$ cat config.mk
export PLATFORM = sky130hd
export DESIGN_NAME = video_sync_prog
export DESIGN_NICKNAME = d
export VERILOG_FILES = /design/src/rtl/video_sync_prog.sv
export SDC_FILE = /design/constraint.sdc
export NUM_CORES = 1
export LEC_CHECK = 0
export ABC_AREA = 1
export CORE_MARGIN = 1.5
export CORE_UTILIZATION = 35
export DETAILED_ROUTE_END_ITERATION = 8
export PLACE_DENSITY_LB_ADDON = 0.12
export REMOVE_ABC_BUFFERS = 1
export SKIP_CTS_REPAIR_TIMING = 1
export SYNTH_ARGS = -nofsm -noshare
export SYNTH_HDL_FRONTEND = slang
export SYNTH_SLANG_ARGS = --single-unit
$ cat constraint.sdc
create_clock -name i_clk -period 6.34 [get_ports i_clk]
set_input_delay 1.268 -clock i_clk [delete_from_list [all_inputs] [get_ports i_clk]]
set_output_delay 1.268 -clock i_clk [all_outputs]
set_load 0.01 [all_outputs]
$ cat src/rtl/video_sync_prog.sv
// Programmable video timing generator. The timing/polarity config is shadowed and
// applied at frame end, or at once while disabled. All outputs are registered decodes.
module video_sync_prog #(
  parameter bit async_reset = 1'b1,
  parameter int H_BITS      = 12,
  parameter int V_BITS      = 11,
  parameter int FCNT_BITS   = 16,
  parameter int H_ACTIVE    = 1366,
  parameter int H_FRONT     = 70,
  parameter int H_SYNC      = 143,
  parameter int H_BACK      = 213,
  parameter int V_ACTIVE    = 768,
  parameter int V_FRONT     = 3,
  parameter int V_SYNC      = 5,
  parameter int V_BACK      = 24,
  parameter bit HS_POL      = 1'b1,
  parameter bit VS_POL      = 1'b1
) (
  input  logic                 i_clk,
  input  logic                 i_nrst,
  input  logic                 i_ena,
  input  logic                 i_cfg_wr,
  input  logic [H_BITS-1:0]    i_cfg_h_active,
  input  logic [H_BITS-1:0]    i_cfg_h_front,
  input  logic [H_BITS-1:0]    i_cfg_h_sync,
  input  logic [H_BITS-1:0]    i_cfg_h_back,
  input  logic [V_BITS-1:0]    i_cfg_v_active,
  input  logic [V_BITS-1:0]    i_cfg_v_front,
  input  logic [V_BITS-1:0]    i_cfg_v_sync,
  input  logic [V_BITS-1:0]    i_cfg_v_back,
  input  logic                 i_cfg_hs_pol,
  input  logic                 i_cfg_vs_pol,
  output logic                 o_cfg_pending,
  output logic                 o_cfg_err,
  output logic                 o_hsync,
  output logic                 o_vsync,
  output logic                 o_de,
  output logic [H_BITS-1:0]    o_x,
  output logic [V_BITS-1:0]    o_y,
  output logic                 o_line_start,
  output logic                 o_frame_start,
  output logic [FCNT_BITS-1:0] o_frame_cnt
);
  localparam int HW = H_BITS + 2;
  localparam int VW = V_BITS + 2;

  typedef struct packed {
    logic [H_BITS-1:0] ha, hf, hs, hb;
    logic [V_BITS-1:0] va, vf, vs, vb;
    logic              hp, vp;
  } cfg_t;

  localparam cfg_t C_DEF = '{ha: H_BITS'(H_ACTIVE), hf: H_BITS'(H_FRONT),
                             hs: H_BITS'(H_SYNC),   hb: H_BITS'(H_BACK),
                             va: V_BITS'(V_ACTIVE), vf: V_BITS'(V_FRONT),
                             vs: V_BITS'(V_SYNC),   vb: V_BITS'(V_BACK),
                             hp: HS_POL,            vp: VS_POL};

  if (async_reset != 1'b1) begin : g_reset_style
    $error("video_sync_prog supports only async_reset = 1");
  end

  cfg_t                 r_act, r_pend;
  logic                 r_pend_vld, r_cfg_err;
  logic [H_BITS-1:0]    r_h, r_x;
  logic [V_BITS-1:0]    r_v, r_y;
  logic                 r_hsync, r_vsync, r_de, r_ls, r_fs;
  logic [FCNT_BITS-1:0] r_fcnt;

  cfg_t                 w_in, w_act_nx;
  logic [HW-1:0]        w_ht, w_in_ht, w_hs_lo, w_hs_hi;
  logic [VW-1:0]        w_vt, w_in_vt, w_vs_lo, w_vs_hi;
  logic                 w_in_ok, w_h_last, w_v_last, w_frame_end, w_apply;
  logic                 w_h_act, w_v_act, w_h_sync, w_v_sync, w_de;

  assign w_in = '{ha: i_cfg_h_active, hf: i_cfg_h_front, hs: i_cfg_h_sync, hb: i_cfg_h_back,
                  va: i_cfg_v_active, vf: i_cfg_v_front, vs: i_cfg_v_sync, vb: i_cfg_v_back,
                  hp: i_cfg_hs_pol,   vp: i_cfg_vs_pol};

  // Totals are two bits wider so a full 2^BITS line/frame and overflowing writes are both visible
  assign w_ht    = HW'(r_act.ha) + HW'(r_act.hf) + HW'(r_act.hs) + HW'(r_act.hb);
  assign w_vt    = VW'(r_act.va) + VW'(r_act.vf) + VW'(r_act.vs) + VW'(r_act.vb);
  assign w_in_ht = HW'(w_in.ha) + HW'(w_in.hf) + HW'(w_in.hs) + HW'(w_in.hb);
  assign w_in_vt = VW'(w_in.va) + VW'(w_in.vf) + VW'(w_in.vs) + VW'(w_in.vb);
  assign w_in_ok = (|w_in.ha) && (|w_in.hs) && (|w_in.va) && (|w_in.vs) &&
                   (w_in_ht <= HW'(2**H_BITS)) && (w_in_vt <= VW'(2**V_BITS));

  assign w_h_last    = HW'(r_h) == (w_ht - HW'(1));
  assign w_v_last    = VW'(r_v) == (w_vt - VW'(1));
  assign w_frame_end = i_ena && w_h_last && w_v_last;
  assign w_apply     = r_pend_vld && (w_frame_end || !i_ena);
  assign w_act_nx    = w_apply ? r_pend : r_act;

  assign w_hs_lo  = HW'(r_act.ha) + HW'(r_act.hf);
  assign w_hs_hi  = w_hs_lo + HW'(r_act.hs);
  assign w_vs_lo  = VW'(r_act.va) + VW'(r_act.vf);
  assign w_vs_hi  = w_vs_lo + VW'(r_act.vs);
  assign w_h_act  = r_h < r_act.ha;
  assign w_v_act  = r_v < r_act.va;
  assign w_h_sync = (HW'(r_h) >= w_hs_lo) && (HW'(r_h) < w_hs_hi);
  assign w_v_sync = (VW'(r_v) >= w_vs_lo) && (VW'(r_v) < w_vs_hi);
  assign w_de     = i_ena && w_h_act && w_v_act;

  always_ff @(posedge i_clk or negedge i_nrst) begin
    if (!i_nrst) begin
      r_act      <= C_DEF;
      r_pend     <= C_DEF;
      r_pend_vld <= 1'b0;
      r_cfg_err  <= 1'b0;
      r_h        <= '0;
      r_v        <= '0;
      r_fcnt     <= '0;
      r_de       <= 1'b0;
      r_x        <= '0;
      r_y        <= '0;
      r_hsync    <= ~HS_POL;
      r_vsync    <= ~VS_POL;
      r_ls       <= 1'b0;
      r_fs       <= 1'b0;
    end else begin
      r_act     <= w_act_nx;
      r_cfg_err <= i_cfg_wr && !w_in_ok;
      // A write landing on the apply cycle wins the shadow slot, so pending stays set
      if (i_cfg_wr && w_in_ok) begin
        r_pend     <= w_in;
        r_pend_vld <= 1'b1;
      end else if (w_apply) begin
        r_pend_vld <= 1'b0;
      end

      if (!i_ena) begin
        r_h <= '0;
        r_v <= '0;
      end else if (w_h_last) begin
        r_h <= '0;
        r_v <= w_v_last ? '0 : r_v + 1'b1;
      end else begin
        r_h <= r_h + 1'b1;
      end

      if (w_frame_end) r_fcnt <= r_fcnt + 1'b1;

      r_de    <= w_de;
      r_x     <= w_de ? r_h : '0;
      r_y     <= w_de ? r_v : '0;
      // While disabled the syncs park at the inactive level of the config about to be active
      r_hsync <= i_ena ? (w_h_sync ? r_act.hp : ~r_act.hp) : ~w_act_nx.hp;
      r_vsync <= i_ena ? (w_v_sync ? r_act.vp : ~r_act.vp) : ~w_act_nx.vp;
      r_ls    <= i_ena && (r_h == '0);
      r_fs    <= i_ena && (r_h == '0) && (r_v == '0);
    end
  end

  assign o_cfg_pending = r_pend_vld;
  assign o_cfg_err     = r_cfg_err;
  assign o_hsync       = r_hsync;
  assign o_vsync       = r_vsync;
  assign o_de          = r_de;
  assign o_x           = r_x;
  assign o_y           = r_y;
  assign o_line_start  = r_ls;
  assign o_frame_start = r_fs;
  assign o_frame_cnt   = r_fcnt;
endmodule
# After elaboration in Yosys (flattened, before gate mapping)
# Index checks and enable logic that the tools add are counted.
# classes
addsub	17
magnitude_cmp	8
n_eq_ne	3
muxes	14
bitwise_logic	4
reduce_logical	26
# op_table
operator	n
11-bit 2-to-1 mux	4
12-bit 2-to-1 mux	3
13-bit by 12-bit adder with 14-bit output	2
14-bit by 12-bit adder with 14-bit output	2
12-bit by 11-bit adder with 13-bit output	2
12-bit by 12-bit adder with 13-bit output	2
13-bit by 11-bit adder with 13-bit output	2
11-bit by 11-bit adder with 12-bit output	2
12-bit OR reduction	2
11-bit OR reduction	2
16-bit by 1-bit adder with 16-bit output, second input constant	1
1-bit logical AND	16
12-bit by 14-bit equality test with 1-bit output	1
14-bit by 13-bit less-or-equal comparator with 1-bit output, second input constant	1
12-bit by 14-bit < comparator with 1-bit output	1
14-bit by 1-bit subtractor with 14-bit output, second input constant	1
11-bit by 13-bit equality test with 1-bit output	1
12-bit by 13-bit greater-or-equal comparator with 1-bit output	1
13-bit by 12-bit less-or-equal comparator with 1-bit output, second input constant	1
11-bit by 13-bit < comparator with 1-bit output	1
13-bit by 1-bit subtractor with 13-bit output, second input constant	1
12-bit by 1-bit adder with 12-bit output, second input constant	1
11-bit by 12-bit greater-or-equal comparator with 1-bit output	1
12-bit logical NOT	1
11 further kinds	20
# word_totals
register_bits	257
output_inout_bits	46
elab_cells	104

# Logic depth before layout (Yosys ltp)
# logic_depth
depth_word	12
mapped_depth	34

# Worst setup path after synthesis
# No wires, ideal clock.
# synth_timing
kind	register -> register
startpoint	register r_act[71] (netlist bit)
endpoint	register r_act[82] (netlist bit)
setup_time_ns	0.116
t_arrival_ns	5.005
t_required_ns	6.224
path_slack_ns	1.218
path_stages_with_launch	32
synth_period_minus_slack_ns	5.122
path_cell_list	dfstp_2 inv_1 fa_1 o21ai_0 a21oi_1 o21ai_0 xor2_1 ha_1 inv_1 o21bai_1 a21boi_0 nand3_1 a21oi_1 o21ai_0 xnor2_1 ha_1 inv_1 ha_1 nand2_1 inv_1 a21oi_1 nand3_1 nand2_1 nand2_1 nor2_1 nand3_1 o21bai_4 nand2_2 buf_2 buf_2 nand2_1 nand2_1
# synth_via
elab_chain_cells	9
# synth_lines
element	line_no	text
from (decl)	63	cfg_t r_act, r_pend;
from (signal assigned)	121	r_act <= w_act_nx;
12-bit by 12-bit adder with 13-bit output	81	assign w_ht = HW'(r_act.ha) + HW'(r_act.hf) + HW'(r_act.hs) + HW'(r_act.hb);
13-bit by 12-bit adder with 14-bit output	81	
14-bit by 12-bit adder with 14-bit output	81	
14-bit by 1-bit subtractor with 14-bit output	88	assign w_h_last = HW'(r_h) == (w_ht - HW'(1));
12-bit by 14-bit equality test with 1-bit output	88	
1-bit logical AND (2 in a row)	90	assign w_frame_end = i_ena && w_h_last && w_v_last;
1-bit logical OR	91	assign w_apply = r_pend_vld && (w_frame_end || !i_ena);
1-bit logical AND	91	
# No other way between the ends.
# A chain may end at the register's enable or synchronous reset.

# Worst setup path in the final report
# layout_timing
startpoint	register r_act[35] (netlist bit)
endpoint	register r_act[90] (netlist bit)
# layout_via
elab_chain_cells	8
# layout_lines
element	line_no	text
11-bit by 11-bit adder with 12-bit output	82	assign w_vt = VW'(r_act.va) + VW'(r_act.vf) + VW'(r_act.vs) + VW'(r_act.vb);
12-bit by 11-bit adder with 13-bit output	82	
13-bit by 11-bit adder with 13-bit output	82	
13-bit by 1-bit subtractor with 13-bit output	89	assign w_v_last = VW'(r_v) == (w_vt - VW'(1));
11-bit by 13-bit equality test with 1-bit output	89	
1-bit logical AND	90	
1-bit logical OR	91	
1-bit logical AND	91	
# No other way between the ends.

==> impl_results.md <==
- Clock tree buffer depth: 3
- Worst slew pin tran: between 1 and 1.5 ns
- Async set or reset register ratio after synthesis: between 90% and 100%
- Total GRT Usage: between 10% and 20%
- Max-Slew Margin vs Limit: between 20% and 30%
- CP max-delay cell: fa_1
- DRT Pass-1 Iters: 7
- RSZ-0062 raised after global routing: no
- Critical Path Start: r_act[35]
- Largest net degree at the start of global routing: 136
- CTS tree: yes
- Worst r2r src: r_act[35]
- Top_reg_cell synth: dfrtp_1
- R2R depth: 29
- CP Capture Point: r_act[90]
- Tmin final: about 5.8 ns
- Via density: approximately 5
- Std-Cell Core Area: 0.0529 mm^2
- Fillcell total: 5418
- Req. time, crit path: roughly 6.8 ns
- Starting density of the core: about 36%
- Share of layout cells above drive strength 1: 9.38%
- Num rows: 84
- Clock Latency Late Sink: 0.58 ns
- Dpl cell area: 0.0209 mm^2
- DR iter-0 viols: between 700 and 800
- Clock sinks: around 260
- Io pins: approximately 140
- Via count: ~16000
- Max FO, Critical Path: 27
- Critical Path Most Common Cell: nand2_1
- Final Skew: between 0.02 and 0.03 ns
- Netlist cell types: 55
- Max stage delay on crit path: around 0.52 ns
- Outcome: complete, no violations
- Reg-to-reg slack, setup: roughly 0.58 ns
- DRC Markers: 0
- Synth Register Bits: 257
- Routed WL per cell: between 15 and 20 um
- Critical path startpoint category: flip-flop
- H-tree depth: 1
- Worst R2R End: r_act[90]
- Grt ovf: 0
- Synth Area per Inst: between 8 and 9 um^2
- Seq/Total Area, Yosys: between 30% and 40%
- Critical Path End Type: flip-flop
- Fmax: 174 MHz
- Drt total wl: approximately 51 mm
- Port Buffer Count: ~140
- Period utilisation layout: 90.8%
- Critical Path AT: between 6 and 7 ns
- Yosys warnings: 0
- Fin nets: 2807
- Final ANT Viol Nets: 0
- Setup Crit Path Kind: flip-flop to flip-flop
- Synth Instances: around 2400
- Die Area: between 0.05 and 0.06 mm^2
- EDFF count, synth: 0
- Core Util, Final: between 40% and 50%
- Max-slew violations: 0
- Initial antenna violation count: 1
- Hold crit path type: flip-flop to flip-flop
- Clock Tree Root: clkbuf_16
- Vias in the first global route: 15800
- Die span in y: around 230 um
- Setup TNS after final layout: 0 ns
- Post-DP HPWL: between 30 and 40 mm
- RD Place Congestion: 0.898
- Final setup vio count: 0
- First-pass GRT wire length: roughly 83 mm
- Final hold viol count: 0
- Design area: about 0.022 mm^2
- Cell Area, Synth: between 0.015 and 0.02 mm^2
- Clk pin slew, worst setup/hold paths: ~0.06 ns
- TritonCTS buffer count: 30
- Die X: ~230 um
- Max_cap viols: 0
- P&R area growth vs syn: 16.6%
-- routing by layer --
layer / global-route usage (%) / vias up / part of all wire, %
met5: 0 / - / 0
met4: 5.10 / 0 / 2.4
met3: 2.28 / 73 / 3.7
met2: 29.7 / 267 / 44
met1: 26.6 / 7332 / 50
li1: - / 7940 / -
-- flip-flops by register name, indices dropped and copies added, names as in the netlist, named ones only --
name / flops
o_x: 12
r_h: 12
r_v: 11
o_y: 11
o_frame_start: 1
o_line_start: 1
o_vsync: 1
o_hsync: 1
r_act: 92
r_pend: 94
o_de: 1
o_cfg_pending: 1
o_cfg_err: 1
o_frame_cnt: 16
-- synth_stat cells (4+ instances only) --
cell type / instances / area [um^2]
nand2_2: 43 / 269
a21o_1: 6 / 45.0
o21ai_2: 38 / 333
buf_6: 5 / 56.3
xnor2_1: 26 / 228
ha_1: 187 / 2340
dfstp_2: 58 / 1520
a21oi_1: 89 / 445
inv_2: 8 / 30.0
buf_2: 26 / 130
fa_1: 52 / 1040
nor4_1: 15 / 93.8
nor2_1: 106 / 398
nor3_1: 49 / 245
buf_8: 6 / 90.1
nor3b_1: 4 / 30.0
buf_4: 4 / 30.0
o21ai_0: 65 / 325
dfrtp_1: 199 / 4980
clkbuf_1: 29 / 109
nand2_1: 671 / 2520
nand3_1: 107 / 536
o22ai_1: 4 / 25.0
nand3b_1: 6 / 45.0
xor2_1: 67 / 587
inv_1: 292 / 1100
nand4_1: 131 / 820
a31oi_1: 7 / 43.8
o21bai_1: 10 / 75.1
-- stage by stage --
stage	hold WS (ns)	std cells	setup WS [ns]
after floorplan	0.442	2279	-1.81
after global placement	0.449	3125	0.487
after detailed placement	0.451	3125	0.415
after CTS	0.463	3181	0.376
after global routing	0.479	3183	0.0461
final	0.461	3183	0.583
-- area by class of cell --
type	count	area (um^2)	area share, %
inverters	301	1140	5.18
repair buffers	159	1650	7.52
flip-flops and latches	257	6500	29.6
clock inverters	12	138	0.627
diodes	1	2.50	0.0114
well taps	688	861	3.92
clock buffers	44	863	3.93
multi-input cells	1721	10800	49.2
-- worst max-delay path: cells and delay by family (launching register included) --
kind / cells / cell delay [ns]
and+or+nand+nor: 12 / 1.41
DFF: 1 / 0.40
xor gates and xnor gates: 1 / 0.15
AOI/OAI and AO/OA: 7 / 1.31
adders and majority gates: 5 / 1.80
buffers and inverters: 4 / 0.60
-- kinds of logic after synthesis --
logic type	count (synthesis)	share of synthesized area, %
AND/OR/NAND/NOR	1149	27.0
adder cells (fa/ha/maj)	239	18.0
buffers and inverters	372	8.32
flip-flops	257	34.6
AO/OA/AOI/OAI	240	7.81
XOR/XNOR	93	4.33
-- layout by cell type (no fill, tap or decap), drive strengths merged, types with 5 or more instances in the layout --
cell	synthesis	layout
a21o	6	6
a21oi	90	90
a31oi	7	7
buf	42	17
clkbuf	29	45
clkdlybuf4s50	0	141
clkinv	1	7
dfrtp	199	199
dfstp	58	58
fa	52	52
ha	187	187
inv	300	302
nand2	714	714
nand3	110	110
nand3b	6	6
nand4	131	131
nor2	110	110
nor3	51	51
nor4	15	15
o21ai	106	106
o21bai	11	11
or2	5	5
xnor2	26	26
xor2	67	67
-- worst min-delay path by stage --
stage                     from         end  slack, ns  cells after the start
CTS                 r_pend[58]   r_act[58]       0.46                      2
floorplan           r_pend[16]   r_act[16]       0.44                      2
global placement    r_pend[65]   r_act[65]       0.45                      2
finish              r_pend[65]   r_act[65]       0.46                      2
global route        r_pend[43]  r_pend[43]       0.48                      2
detailed placement  r_pend[63]   r_act[63]       0.45                      2
Power is left out: the tool's default activity adds up to more than one toggle a clock period on the data nets, which glitch-free logic cannot reach.
